$ cat config.mk
export PLATFORM = sky130hd
export DESIGN_NAME = lcd_bus_writer
export DESIGN_NICKNAME = d
export VERILOG_FILES = /design/src/rtl/lcd_pkg.sv /design/src/rtl/lcd_delay_cnt.sv /design/src/rtl/lcd_bus_writer.sv
export SDC_FILE = /design/constraint.sdc
export NUM_CORES = 1
export LEC_CHECK = 0
export ABC_AREA = 0
export BUFFER_PORTS_ARGS = -buffer_cell sky130_fd_sc_hd__buf_4
export CAP_MARGIN = 30
export CORE_ASPECT_RATIO = 2
export CORE_UTILIZATION = 57
export CTS_CLUSTER_SIZE = 40
export DETAILED_ROUTE_END_ITERATION = 8
export PLACE_DENSITY = 0.79
export SLEW_MARGIN = 25
export SYNTH_ARGS = -nofsm -noshare
export SYNTH_HDL_FRONTEND = slang
export SYNTH_SLANG_ARGS = --single-unit
$ cat constraint.sdc
create_clock -name clk -period 2.3 [get_ports clk]
set_input_delay 0.23 -clock clk [delete_from_list [all_inputs] [get_ports clk]]
set_output_delay 0.23 -clock clk [all_outputs]
set_load 0.05 [all_outputs]
$ cat src/rtl/lcd_pkg.sv
// Shared types, default timing and helpers for the HD44780-style LCD bus writer.
package lcd_pkg;

  typedef enum logic [2:0] {
    PWRUP,
    IDLE,
    SETUP,
    PULSE,
    HOLD,
    WAIT
  } lcd_state_e;

  localparam int DEF_PWR_CYC   = 750000;
  localparam int DEF_SETUP_CYC = 4;
  localparam int DEF_EN_CYC    = 25;
  localparam int DEF_HOLD_CYC  = 4;
  localparam int DEF_EXEC_CYC  = 2500;
  localparam int DEF_LONG_CYC  = 100000;

  localparam logic [7:0] CLEAR = 8'h01;
  localparam logic [7:0] HOME  = 8'h02;

  localparam int MIN_CNT_W = 20;

  // A zero-length phase would skip its state entirely; treat it as one cycle.
  function automatic int clamp_cyc(input int cyc);
    return (cyc < 1) ? 1 : cyc;
  endfunction

  function automatic int max2(input int a, input int b);
    return (a > b) ? a : b;
  endfunction

  function automatic int cnt_width(input int max_cyc);
    return max2(MIN_CNT_W, $clog2(max_cyc + 1));
  endfunction

  // 8'h03 decodes as return-home on the controller, so it gets the long wait too.
  function automatic logic is_long_cmd(input logic rs, input logic [7:0] dat);
    return !rs && (dat == CLEAR || dat == HOME || dat == 8'h03);
  endfunction

endpackage

$ cat src/rtl/lcd_delay_cnt.sv
// Loadable down-counter shared by every timed phase; parks at zero instead of wrapping.
module lcd_delay_cnt #(
  parameter int           W       = 20,
  parameter logic [W-1:0] RST_VAL = '0
) (
  input  logic         clk,
  input  logic         rst,
  input  logic         i_load,
  input  logic [W-1:0] i_load_val,
  output logic [W-1:0] o_value,
  output logic         o_zero
);

  logic [W-1:0] r_value;

  // NOTE: sequential state uses non-blocking assignments so every flop samples pre-edge values.
  always_ff @(posedge clk or posedge rst) begin
    if (rst) begin
      r_value <= RST_VAL;
    end else if (i_load) begin
      r_value <= i_load_val;
    end else if (!o_zero) begin
      r_value <= r_value - 1'b1;
    end
  end

  assign o_value = r_value;
  assign o_zero  = (r_value == '0);

endmodule

$ cat src/rtl/lcd_bus_writer.sv
// Writes single bytes onto a parallel LCD bus with setup / enable / hold / execution timing.
module lcd_bus_writer
  import lcd_pkg::*;
#(
  parameter int PWR_CYC   = DEF_PWR_CYC,
  parameter int SETUP_CYC = DEF_SETUP_CYC,
  parameter int EN_CYC    = DEF_EN_CYC,
  parameter int HOLD_CYC  = DEF_HOLD_CYC,
  parameter int EXEC_CYC  = DEF_EXEC_CYC,
  parameter int LONG_CYC  = DEF_LONG_CYC
) (
  input  logic       clk,
  input  logic       rst,
  input  logic       req_valid,
  output logic       req_ready,
  input  logic       req_rs,
  input  logic [7:0] req_data,
  output logic       busy,
  output logic [7:0] lcd_dat,
  output logic       lcd_rs,
  output logic       lcd_rw,
  output logic       lcd_en
);

  localparam int CNT_W = cnt_width(max2(max2(max2(PWR_CYC, SETUP_CYC), max2(EN_CYC, HOLD_CYC)),
                                        max2(EXEC_CYC, LONG_CYC)));

  localparam logic [CNT_W-1:0] L_PWR   = CNT_W'(clamp_cyc(PWR_CYC));
  localparam logic [CNT_W-1:0] L_SETUP = CNT_W'(clamp_cyc(SETUP_CYC));
  localparam logic [CNT_W-1:0] L_EN    = CNT_W'(clamp_cyc(EN_CYC));
  localparam logic [CNT_W-1:0] L_HOLD  = CNT_W'(clamp_cyc(HOLD_CYC));
  localparam logic [CNT_W-1:0] L_EXEC  = CNT_W'(clamp_cyc(EXEC_CYC));
  localparam logic [CNT_W-1:0] L_LONG  = CNT_W'(clamp_cyc(LONG_CYC));

  lcd_state_e       r_state;
  lcd_state_e       w_next;
  logic             w_load;
  logic [CNT_W-1:0] w_load_val;
  logic [CNT_W-1:0] w_cnt;
  logic             w_cnt_zero;
  logic             w_last;
  logic             w_accept;
  logic             r_rs;
  logic [7:0]       r_dat;
  logic             r_en;

  lcd_delay_cnt #(
    .W       (CNT_W),
    .RST_VAL (L_PWR)
  ) u_delay_cnt (
    .clk        (clk),
    .rst        (rst),
    .i_load     (w_load),
    .i_load_val (w_load_val),
    .o_value    (w_cnt),
    .o_zero     (w_cnt_zero)
  );

  // Each phase is loaded with its length N and leaves on the edge where the count reads 1.
  assign w_last   = (w_cnt == CNT_W'(1)) || w_cnt_zero;
  assign w_accept = (r_state == IDLE) && req_valid;

  always_ff @(posedge clk or posedge rst) begin
    if (rst) begin
      r_state <= PWRUP;
    end else begin
      r_state <= w_next;
    end
  end

  // NOTE: every output of this block gets a default first, so no path can infer a latch.
  always_comb begin
    w_next     = r_state;
    w_load     = 1'b0;
    w_load_val = '0;
    case (r_state)
      PWRUP: if (w_last) w_next = IDLE;
      IDLE: begin
        if (req_valid) begin
          w_next     = SETUP;
          w_load     = 1'b1;
          w_load_val = L_SETUP;
        end
      end
      SETUP: begin
        if (w_last) begin
          w_next     = PULSE;
          w_load     = 1'b1;
          w_load_val = L_EN;
        end
      end
      PULSE: begin
        if (w_last) begin
          w_next     = HOLD;
          w_load     = 1'b1;
          w_load_val = L_HOLD;
        end
      end
      HOLD: begin
        if (w_last) begin
          w_next     = WAIT;
          w_load     = 1'b1;
          w_load_val = is_long_cmd(r_rs, r_dat) ? L_LONG : L_EXEC;
        end
      end
      WAIT: if (w_last) w_next = IDLE;
      default: w_next = PWRUP;
    endcase
  end

  // Enable is decoded from the next state so the pin comes straight from a flop.
  always_ff @(posedge clk or posedge rst) begin
    if (rst) begin
      r_en  <= 1'b0;
      r_rs  <= 1'b0;
      r_dat <= 8'h00;
    end else begin
      r_en <= (w_next == PULSE);
      if (w_accept) begin
        r_rs  <= req_rs;
        r_dat <= req_data;
      end
    end
  end

  assign req_ready = (r_state == IDLE);
  assign busy      = !req_ready;
  assign lcd_dat   = r_dat;
  assign lcd_rs    = r_rs;
  assign lcd_rw    = 1'b0;
  assign lcd_en    = r_en;

endmodule

==> results <==
- After clock tree synthesis, the repair step resized 0 gates.
- The worst vdd rail ir drop is 0.558 mV.
- The number of storage elements in the synthesis netlist is 33.
- The overflow left after global routing is 0.
- The worst hold path class is in2async.
- The detailed-route wire length per cell is 18.6 um.
- The clock-pin slew of the registers on the worst-case setup and hold paths is 0.07 ns.
- The maximum fanout encountered on the critical timing path is 7.
- TritonCTS created 5 clock buffers.
- The setup TNS after final layout is 0 ns.
- Of all flip-flops after synthesis, the portion carrying an async set or reset was 100%.
- STA classifies the critical path endpoint as a flip-flop.
- The clock passes through at most 2 buffers.
- The first global-routing pass estimated 7.25 mm of wire.
- Routability-driven placement finished with a final weighted congestion of 0.897.
- The worst path in the final design needs a cycle of 2.12 ns, including I/O delays and setup.
- For this design, the slowest cell found on the critical path is sky130_fd_sc_hd__dfrtp_1.
- The sequential share of the synthesized area is 43.9%.
- The tool flagged a number of max-cap violations equal to 0.
- The kind of cell with the highest combined delay along the critical path is simple AND/OR/NAND/NOR gates.
- Setup violations remaining at the end of the flow were counted as 0.
- The number of fillers in the final layout is 243.
- The die covers 3600 um^2.
- The port buffer count is 23.
- The total wire length is 4.52 mm.
- Buffers added to address setup during post-CTS repair amount to 0.
- The pin count of the biggest net entering global routing is 34.
- The level count of the clock H-tree is 2.
- Power spread over the standard cell area amounts to 471 nW/um^2.
- For this run, the detailed router's first-pass iteration total came to 4.
- The routed via count divided by cell count is 6.28.
- The maximum operating frequency is 0.472 GHz.
- The layout cell share with drive strength beyond 1 is 33.0%.
- The number of antenna diodes in the final layout is 0.
- Detailed routing inserted a total of 1525 vias.
- Setup repair after global routing left no endpoint under its margin.
- The initialized floorplan defines 29 standard-cell rows.
- After layout, the worst path uses 92.1% of the clock period.
- The total nets after synthesis is 197.
- The sum of net half-perimeters after detailed placement is 3.42 mm.
- The total leakage power is 0.959 nW.
- The number of antenna violations at the first check in global routing is 0.
- The switching share of power is 22.2%.
- The count of final max-slew check failures was 0.
- The number of cells in the design after placement is 235.
- The commonest register cell after synthesis is sky130_fd_sc_hd__dfrtp_1.
- The clock reaches the later pin of the worst-skew pair after 0.29 ns.
- The width of the die is 42.9 um.
- The analysis attributes to net switching a power of 0.231 mW.
- The largest single stage delay on the critical path is 0.50 ns.
- The number of buffers and inverters on the critical path is 2.
- The floorplan die height is 83.9 um.
- The total number of nets in the final design is 225.
- The clock tree root buffer cell is sky130_fd_sc_hd__clkbuf_8.
- In this run the remaining antenna-violating nets after routing total 0.
- The internal portion of total power is 0.809 mW.
- Walking the worst path, the cells encountered are inv_1 -> ha_1 -> nor2_1 -> and4b_1 -> a31oi_2 -> buf_4 -> nand2_1 -> a21oi_1.
- The unique cell type count in the Yosys netlist is 53.
- The sequential cell area is 838 um^2.
- For this run, the number of Yosys warnings is 0.
- The clock drives 33 sinks.
- Data arrives at the worst endpoint at 2.33 ns.
- The cell count after synthesis is 183.
- The CTS tree is done.
- The part of the power in the clock network is 41.2%.
- The number of flops mapped to enable cells by yosys is 0.
- The count of final hold-check violations is 0.
- The average instance area after synthesis is 10.4 um^2.
- Across all register-to-register paths, the minimum setup slack is 0.18 ns.
- STA classifies the critical path startpoint as a flip-flop.
- The global routing usage summed across all routing layers is 27.5%.
- The worst clock skew is 0.00743 ns.
- After floorplanning, the core was sized to cover 3190 um^2.
- 25 I/O pins were placed.
- The number of remaining DRC errors is 0.
- For the worst setup path, the data required time is 2.51 ns.
- In the final layout, the multi-input gates occupy 976 um^2.
- The critical path is of the reg2reg type.
- The part of the power in combinational logic is 2.9%.
- The starting DRC count in detailed routing is 57.
- The hold buffer count at CTS is 0.
- The area added between synthesis and finish is 15.6%.
- The count of cells in the finished layout, fillers not included, comes to 243.
- The number of global-route vias before repair is 1603.
- The initial standard-cell utilization of the core is 59.8%.
- The cell area that synthesis handed to floorplanning was 1910 um^2.
- The run finished with clean final reports.
- Registers are responsible for 55.9% of the overall power.
==> registers in the layout, indices dropped and copies added (netlist names) <==
| name | flops |
|---|---|
| lcd_dat | 8 |
| r_state | 3 |
| lcd_en | 1 |
| lcd_rs | 1 |
| u_delay_cnt.o_value | 20 |
==> worst min-delay path: stages <==
cell and delay, ns:
sky130_fd_sc_hd__buf_4 0.11, sky130_fd_sc_hd__inv_1 0.04, sky130_fd_sc_hd__buf_4 0.37
==> through the flow <==
step / utilization (%) / hold slack [ns] / cell area, um^2 / total power, mW / worst slack, ns
after global placement: 66.5 / 0.337 / 2120 / 0.621 / 0.158
after CTS: 69.0 / 0.0442 / 2200 / 1.04 / 0.0966
after floorplan: - / 0.351 / 1910 / 0.605 / 0.367
after detailed placement: 66.5 / 0.350 / 2120 / 0.623 / 0.122
after global routing: 69.2 / 0.0972 / 2210 / 1.06 / 0.0824
final: 69.2 / 0.0332 / 2210 / 1.04 / 0.182
==> metal layers <==
| metal | vias up | track usage, % | wire [um] |
|---|---|---|---|
| met2 | 59 | 51.4 | 2650 |
| met5 | - | 0 | 0 |
| met1 | 751 | 26.1 | 1510 |
| met4 | 0 | 14.9 | 160 |
| li1 | 704 | - | - |
| met3 | 11 | 5.41 | 195 |
==> power by group through the flow <==
stage	Sequential [mW]	Clock, mW	Combinational [mW]
3_3_place_gp	0.591	0	0.0298
4_1_cts	0.581	0.431	0.0313
3_5_place_dp	0.591	0	0.0312
2_1_floorplan	0.591	0	0.0135
5_1_grt	0.581	0.447	0.0344
6_report	0.581	0.428	0.0304
==> cells in the final DEF, fill, tap and decap left out, types with 5 or more instances in the layout <==
cell type,instances
sky130_fd_sc_hd__mux2_2,9
sky130_fd_sc_hd__dfstp_2,10
sky130_fd_sc_hd__nor2_1,16
sky130_fd_sc_hd__dfrtp_1,23
sky130_fd_sc_hd__buf_4,32
sky130_fd_sc_hd__nand2_1,17
sky130_fd_sc_hd__clkbuf_8,5
sky130_fd_sc_hd__xnor2_1,11
sky130_fd_sc_hd__a21oi_1,12
==> cells in the mapped netlist, drive strengths merged (2+ instances only) <==
cell,n,area [um^2]
and2,3,18.8
a22oi,2,15.0
a31oi,2,12.5
nor2,18,77.6
nand3,4,20.0
inv,4,15.0
xor2,3,26.3
dfstp,10,263
and3,3,18.8
mux2,9,101
dfrtp,23,576
ha,2,25.0
nor4,7,80.1
nand4,3,25.0
nand2,17,63.8
or3,2,12.5
nor3b,2,26.3
xnor2,11,96.3
buf,11,83.8
a21o,2,15.0
nand2b,3,18.8
a2111oi,2,42.5
a21oi,12,60.1
o21ai,4,20.0
mux2i,2,20.0
nor3,5,36.3
==> kinds of logic (layout without fill, tap and decap cells) <==
family | after synthesis | in the layout | share of synthesized area [%]
other | 1 | 1 | 0.196
AOI/OAI and AO/OA | 33 | 33 | 12.6
buffers and inverters | 16 | 45 | 5.37
and+or+nand+nor | 73 | 73 | 23.9
DFF | 33 | 33 | 43.9
muxes | 11 | 11 | 6.35
xor gates and xnor gates | 14 | 14 | 6.42
adders and majority gates | 2 | 2 | 1.31
==> final cells by class <==
type / count / area share (%)
clock buffers: 8 / 3.63
inverters: 4 / 0.680
well taps: 31 / 1.76
multi-input cells: 134 / 44.2
repair buffers: 33 / 11.8
flip-flops and latches: 33 / 38.0
==> worst paths after layout <==
| check | from | end | cells past startpoint |
|---|---|---|---|
| worst max-delay path | u_delay_cnt.o_value[0] | u_delay_cnt.o_value[4] | 8 |
| worst min register to register | lcd_dat[3] | lcd_dat[3] | 1 |
| min in group clk | req_data[5] | lcd_dat[5] | 2 |
| max in group asynchronous | rst | u_delay_cnt.o_value[7] | 3 |
| worst min-delay path | rst | u_delay_cnt.o_value[0] | 3 |
| worst max register to register | u_delay_cnt.o_value[0] | u_delay_cnt.o_value[4] | 8 |
(Power assumes the default switching activity.)
